--- src/rtl/f_fetch_fd_reg_if.sv ---
// f_fetch_fd_reg_if: instruction-memory request/response handshake between fetch and memory
interface f_fetch_fd_reg_if;
    logic        imem_req;
    logic [31:0] imem_addr;
    logic [31:0] imem_rdata;
    logic        imem_ready;
    modport master (output imem_req, imem_addr, input imem_rdata, imem_ready);
    modport slave  (input imem_req, imem_addr, output imem_rdata, imem_ready);
endinterface

--- src/rtl/f_fetch_fd_reg.sv ---
// f_fetch_fd_reg: fetch stage PC register, imem request sequencing and F/D pipeline register
module f_fetch_fd_reg #(
    parameter logic [31:0] RESET_PC  = 32'h0000_3000,
    parameter logic [31:0] NOP_INSTR = 32'h0000_0000
) (
    input  logic                     clk,
    input  logic                     reset_n,
    f_fetch_fd_reg_if.master         imem,
    input  logic [31:0]              NPC,
    input  logic                     D_stall,
    output logic [31:0]              F_PC,
    output logic [31:0]              D_PC,
    output logic [31:0]              D_instr,
    output logic                     D_valid,
    output logic                     F_wait
);
    typedef enum logic [1:0] {IDLE, FETCH, HOLD} state_t;

    state_t      state;
    logic [31:0] hold_instr;
    logic        have_instr;
    logic        fire;
    logic [31:0] instr_sel;

    // HOLD replays an instruction captured while decode was stalled, so the delay slot is never refetched or lost
    always_comb begin
        have_instr = (state == FETCH && imem.imem_ready) || state == HOLD;
        instr_sel  = state == HOLD ? hold_instr : imem.imem_rdata;
        fire       = have_instr && !D_stall;
        F_wait     = !have_instr;
    end

    assign imem.imem_req  = state == FETCH;
    assign imem.imem_addr = {F_PC[31:2], 2'b00};

    // NPC is sampled on the same edge the current instruction moves to D, giving delay-slot semantics
    always_ff @(posedge clk or negedge reset_n) begin
        if (!reset_n) begin
            state      <= IDLE;
            F_PC       <= RESET_PC;
            D_PC       <= '0;
            D_instr    <= NOP_INSTR;
            D_valid    <= 1'b0;
            hold_instr <= '0;
        end else if (fire) begin
            D_instr <= instr_sel;
            D_PC    <= F_PC;
            D_valid <= 1'b1;
            F_PC    <= NPC;
            state   <= FETCH;
        end else if (state == IDLE) begin
            state <= FETCH;
        end else if (state == FETCH && imem.imem_ready) begin
            hold_instr <= imem.imem_rdata;
            state      <= HOLD;
        end
    end
endmodule

--- src/flat_wrapper.sv ---
// flat-port wrapper written by rule: the top's interface ports become plain ports
module f_fetch_fd_reg_flat 
#(
    parameter logic [31:0] RESET_PC  = 32'h0000_3000,
    parameter logic [31:0] NOP_INSTR = 32'h0000_0000
)
  (clk, reset_n, NPC, D_stall, F_PC, D_PC, D_instr, D_valid, F_wait, imem_imem_req, imem_imem_addr, imem_imem_rdata, imem_imem_ready);
  f_fetch_fd_reg_if imem_i ();
  input  logic clk;
  input  logic reset_n;
  input  logic [31:0] NPC;
  input  logic D_stall;
  output logic [31:0] F_PC;
  output logic [31:0] D_PC;
  output logic [31:0] D_instr;
  output logic D_valid;
  output logic F_wait;
  output wire logic [$bits(imem_i.imem_req)-1:0] imem_imem_req;
  output wire logic [$bits(imem_i.imem_addr)-1:0] imem_imem_addr;
  input wire logic [$bits(imem_i.imem_rdata)-1:0] imem_imem_rdata;
  input wire logic [$bits(imem_i.imem_ready)-1:0] imem_imem_ready;
  assign imem_imem_req = imem_i.imem_req;
  assign imem_imem_addr = imem_i.imem_addr;
  assign imem_i.imem_rdata = imem_imem_rdata;
  assign imem_i.imem_ready = imem_imem_ready;
  f_fetch_fd_reg #(.RESET_PC(RESET_PC), .NOP_INSTR(NOP_INSTR)) u_core (.clk(clk), .reset_n(reset_n), .imem(imem_i), .NPC(NPC), .D_stall(D_stall), .F_PC(F_PC), .D_PC(D_PC), .D_instr(D_instr), .D_valid(D_valid), .F_wait(F_wait));
endmodule
--- config.mk ---
export PLATFORM = sky130hd
export DESIGN_NAME = f_fetch_fd_reg_flat
export DESIGN_NICKNAME = d
export VERILOG_FILES = /design/src/rtl/f_fetch_fd_reg_if.sv /design/src/rtl/f_fetch_fd_reg.sv /design/src/flat_wrapper.sv
export SDC_FILE = /design/constraint.sdc
export NUM_CORES = 1
export LEC_CHECK = 0
export CAP_MARGIN = 20
export CORE_ASPECT_RATIO = 1.1
export CORE_UTILIZATION = 45
export DETAILED_ROUTE_END_ITERATION = 8
export PLACE_DENSITY = 0.86
export SLEW_MARGIN = 20
export SYNTH_ARGS = -nofsm -noshare
export SYNTH_HDL_FRONTEND = slang
export SYNTH_SLANG_ARGS = --single-unit
export TNS_END_PERCENT = 1
--- constraint.sdc ---
create_clock -name clk -period 1.8 [get_ports clk]
set_input_delay 0.27 -clock clk [delete_from_list [all_inputs] [get_ports clk]]
set_output_delay 0.27 -clock clk [all_outputs]
set_load 0.01 [all_outputs]
# == After elaboration in Yosys (flattened, before gate mapping) ==
# Index checks and enable logic that the tools add are counted.
# op_classes
add_sub_neg,0
muxes,4
bitwise_logic,2
shift,0
n_reduce_logical,8
n_lt_le_gt_ge,0
n_eq_ne,2
div,0
mul,0
# ops
cell,n
32-bit two-way mux,1
2-bit two-way mux,3
3-bit AND reduction,1
3-bit nonzero test,1
"2-bit by 1-bit == test with 1-bit output, second input constant",1
"2-bit == test, second input constant",1
1-bit logical AND,2
1-bit zero test,2
2-bit zero test,1
1-bit inverter,2
1-bit logical OR,1
# totals
romBits,0
n_memories,0
inputBits,68
register_bits,131
latchBits,0
ram_bits,0
word_cells,22

# == Logic depth before layout (Yosys ltp) ==
# depth
word_depth,6
depth_mapped,5
ltp_nobuf,3

# == Worst setup path before layout ==
# No wires, ideal clock.
# synth_timing
path_type,reg2reg
from,register u_core.state[0]
to,register u_core.D_instr[10]
setup_time_ps,125
path_stages_with_launch,6
slack_ps,188
synth_period_minus_slack_ps,1612
t_arrival_ps,1487
path_cell_list,dfrtp_1 > nor2b_1 > clkbuf_1 > buf_2 > mux2_2 > mux2_2
# synth_between
elab_chain_cells,4
# synth_rtl
item,line,rtl
"start, declared",f_fetch_fd_reg.sv:19,state_t state;
"start signal, assigned",f_fetch_fd_reg.sv:39,state <= IDLE;
"start signal, assigned",f_fetch_fd_reg.sv:50,state <= FETCH;
"start signal, assigned",f_fetch_fd_reg.sv:52,state <= FETCH;
2-bit by 1-bit == test with 1-bit output,f_fetch_fd_reg.sv:27,have_instr = (state == FETCH && imem.imem_ready) || state == HOLD;
1-bit logical AND,f_fetch_fd_reg.sv:27,
1-bit logical OR,f_fetch_fd_reg.sv:27,
1-bit logical AND,f_fetch_fd_reg.sv:29,fire = have_instr && !D_stall;
"end signal, assigned",f_fetch_fd_reg.sv:46,D_instr <= instr_sel;
"end, declared",f_fetch_fd_reg.sv:13,"output logic [31:0] D_instr,"
# Parallel ways exist; a longest one is shown, timed or not.
# A chain may end at the register's enable or synchronous reset.

# == Worst setup path after layout ==
# layout_timing
from,register u_core.F_PC[13]
to,output port F_PC[13]
# layout_rtl
item,line,rtl
"start, declared",f_fetch_fd_reg.sv:11,"output logic [31:0] F_PC,"
"start signal, assigned",f_fetch_fd_reg.sv:40,F_PC <= RESET_PC;
"start signal, assigned",f_fetch_fd_reg.sv:49,F_PC <= NPC;
"end, declared",flat_wrapper.sv:13,output logic [31:0] F_PC;
# No word-level cell between the ends.

==> flow_summary.ini <==
[outcome]
status = completed

[sta]
min_period_over_period_pct = 97.2
fin_worst_skew_ns = 0.00739
fin_crit_ns = 1.75
rsz0062_at_grt = false
hold_viol = 0
timing.fmax_mhz = 572
drv_slew = 0
setup_tns_ns = 0
setup_viol = 0

[global_route]
grt_pass1_wl_mm = 18.8
grt_max_degree = 51
grt_pass1_vias = 3809
antenna_found_initial = 0
overflow = 0
grtUsageTotal_pct = 19.3

[setup_path]
path_class = reg -> out
cpMaxStageDelayCell = dfstp_2
critical-path-max-stage-delay_ns = 0.55
arrival_ns = 1.48
startpoint_type = flop
crit_chain = clkdlybuf4s50_1
crit_buf_inv = 1
endpoint_kind = output port
worstPathMaxFanout = 4
critPathRequiredTime_ns = 1.53
path_delay_family = flip-flops

[routing]
viasPerCell = 4.93
drt_iter0_markers = 119
wl_mm = 11.7
post_drt_wl_per_cell_um = 16.7
first_pass_iters = 6
antenna_left = 0
drc_errors = 0
via_count = 3448

[synth]
synthTopCellsByCount = mux2_2 (150), dfrtp_1 (129), buf_4 (34), buf_2 (11), mux2_1 (10)
synth_edf_count = 0
synth_top_cells_by_area = dfrtp_1 (59%), mux2_2 (31%), buf_4 (4.6%)
netlist_area_sq_um = 5510
synthSimpleGateAreaFrac_pct = 0.977
synthArstFlopShare_pct = 100
synthXorXnorAreaFrac_pct = 0
synth.most_common_cell = mux2_2
synthAdderAreaFrac_pct = 0
yosys.area.top_type_share_pct = 58.6
synth_compound_area_share_pct = 0.341
syn_area_per_cell_sq_um = 15.6
synth_cells = 353
yosysSeqAreaShare_pct = 59.6
synthMuxAreaShare_pct = 32.7
ys_warn_count = 0
ys_ff_latch = 131
synth_ff_type = dfrtp_1
synth_top_family_by_area = multiplexers
synth_top_cell_by_area = dfrtp_1
synthDistinctLibCells = 19

[job]
cap_violations = 0

[pwr]
net-switching-power_uw = 4160
seqPwrFrac_pct = 37.1
vdd_drop_max_v = 0.00108
pwr-share-comb_pct = 39.5
p_sw_share_pct = 28.8
power.leakage_uw = 0.00338
clkPwrFrac_pct = 23.4
p_per_area_nw_per_um2 = 1780
p_int_uw = 10300

[die]
io_pins = 199
coreArea_sq_um = 12000
rows = 42
die_y_um = 118
die_w_um = 107
design.die.area_sq_um = 12700
start_util_pct = 46.0

[place]
gp_congestion = 0.723
dpl-instance-area_sq_um = 7500
io_buffers = 196
dp_hpwl_mm = 8.20

[clocking]
root_buffer = clkbuf_16
cts_buffers = 17
cts_sinks = 131
cts_setup_buffers = 0
cts_buffer_depth = 2
htree_levels = 4
clock_latency_ns = 0.40
clk_pin_slew_ns = 0.06
cts_tree = done

[final_layout]
drive_above_1_share_pct = 37.4
num-nets-final = 601
fin_area_sq_um = 8100
area_delta_synth_final_pct = 47.1
antenna_cells = 0
fillers = 859

[min_path]
min_path_type = in -> async
[worst reg2reg max path, stage by stage (launching register included)]
cell,delay [ns]
dfrtp_2,0.44
nand2b_1,0.24
a21oi_4,0.23
buf_12,0.30
mux2_2,0.39
[cell usage in the layout, fill, tap and decap left out, drive strengths merged]
cell	count
a21oi	2
and2b	1
buf	14
bufinv	2
clkbuf	19
clkdlybuf4s50	190
clkinv	7
clkinvlp	3
conb	2
dfrtp	129
dfstp	2
dlygate4sd2	2
dlygate4sd3	1
dlymetal6s2s	2
inv	1
mux2	160
nand2	1
nand2b	2
nand3	2
nand3b	1
nor2b	1
o21ai	1
or2	1
[final timing paths]
kind	slack [ns]	cells past startpoint	end	startpoint
max reg2reg	0.07	4	u_core.D_instr[30]	u_core.state[0]
max in group asynchronous	0.90	3	u_core.hold_instr[14]	reset_n
min reg2reg	0.49	1	u_core.hold_instr[13]	u_core.hold_instr[13]
min in group clk	0.48	2	u_core.F_PC[26]	NPC[26]
min	0.30	2	u_core.D_instr[15]	reset_n
max	0.05	1	F_PC[13]	u_core.F_PC[13]
[power by group through the flow]
stage / logic (uW) / clock network, uW / registers, uW
final: 5700 / 3370 / 5360
after global routing: 6050 / 3570 / 5570
after CTS: 5800 / 3440 / 5380
after detailed placement: 5780 / 0 / 5410
after global placement: 5620 / 0 / 5290
after floorplan: 2270 / 0 / 5730
[through the flow]
step	total power, uW	hold slack (ns)	std cells	setup WS [ns]	util [%]
after floorplan	8000	-0.0256	354	0.188	-
after global routing	15200	0.315	700	0.00657	67.6
final	14400	0.296	700	0.0508	67.6
after global placement	10900	0.171	667	-0.125	62.6
after CTS	14600	0.282	700	0.00975	67.6
after detailed placement	11200	0.175	667	-0.162	62.6
[layer usage]
| metal | vias to the layer above | part of all wire [%] | track usage [%] |
|---|---|---|---|
| li1 | 1564 | - | - |
| met1 | 1745 | 39 | 21.0 |
| met2 | 123 | 52 | 34.4 |
| met3 | 16 | 6.6 | 6.26 |
| met4 | 0 | 1.7 | 7.53 |
| met5 | - | 0 | 0 |
[flip-flops by register name (all words and copies together), names as in the netlist]
name               cells
u_core.D_valid         1
u_core.hold_instr     32
u_core.D_PC           32
u_core.state           2
u_core.D_instr        32
u_core.F_PC           32
[logic make-up after synthesis]
family | Yosys count
AOI/OAI and AO/OA | 3
buffers and inverters | 49
DFF | 131
muxes | 160
other | 1
and+or+nand+nor | 9
[final cells by class]
cell class | instances | area, sq um | area share, %
tap | 154 | 193 | 2.38
multi-input combinational | 174 | 1910 | 23.5
clock buffer | 19 | 453 | 5.59
timing repair buffer | 209 | 2130 | 26.3
sequential | 131 | 3280 | 40.5
clock inverter | 13 | 134 | 1.65
[repair_timing]
action | 4_1_cts | 5_1_grt
hold endpoints to repair | 16 | 0
pin swaps | 0 | 0
gates resized for setup | 8 | 2
gates cloned | 0 | 0
setup endpoints to repair | 3 | 2
hold buffers | 1 | 0
No activity file was read; power rests on OpenSTA's default activity.
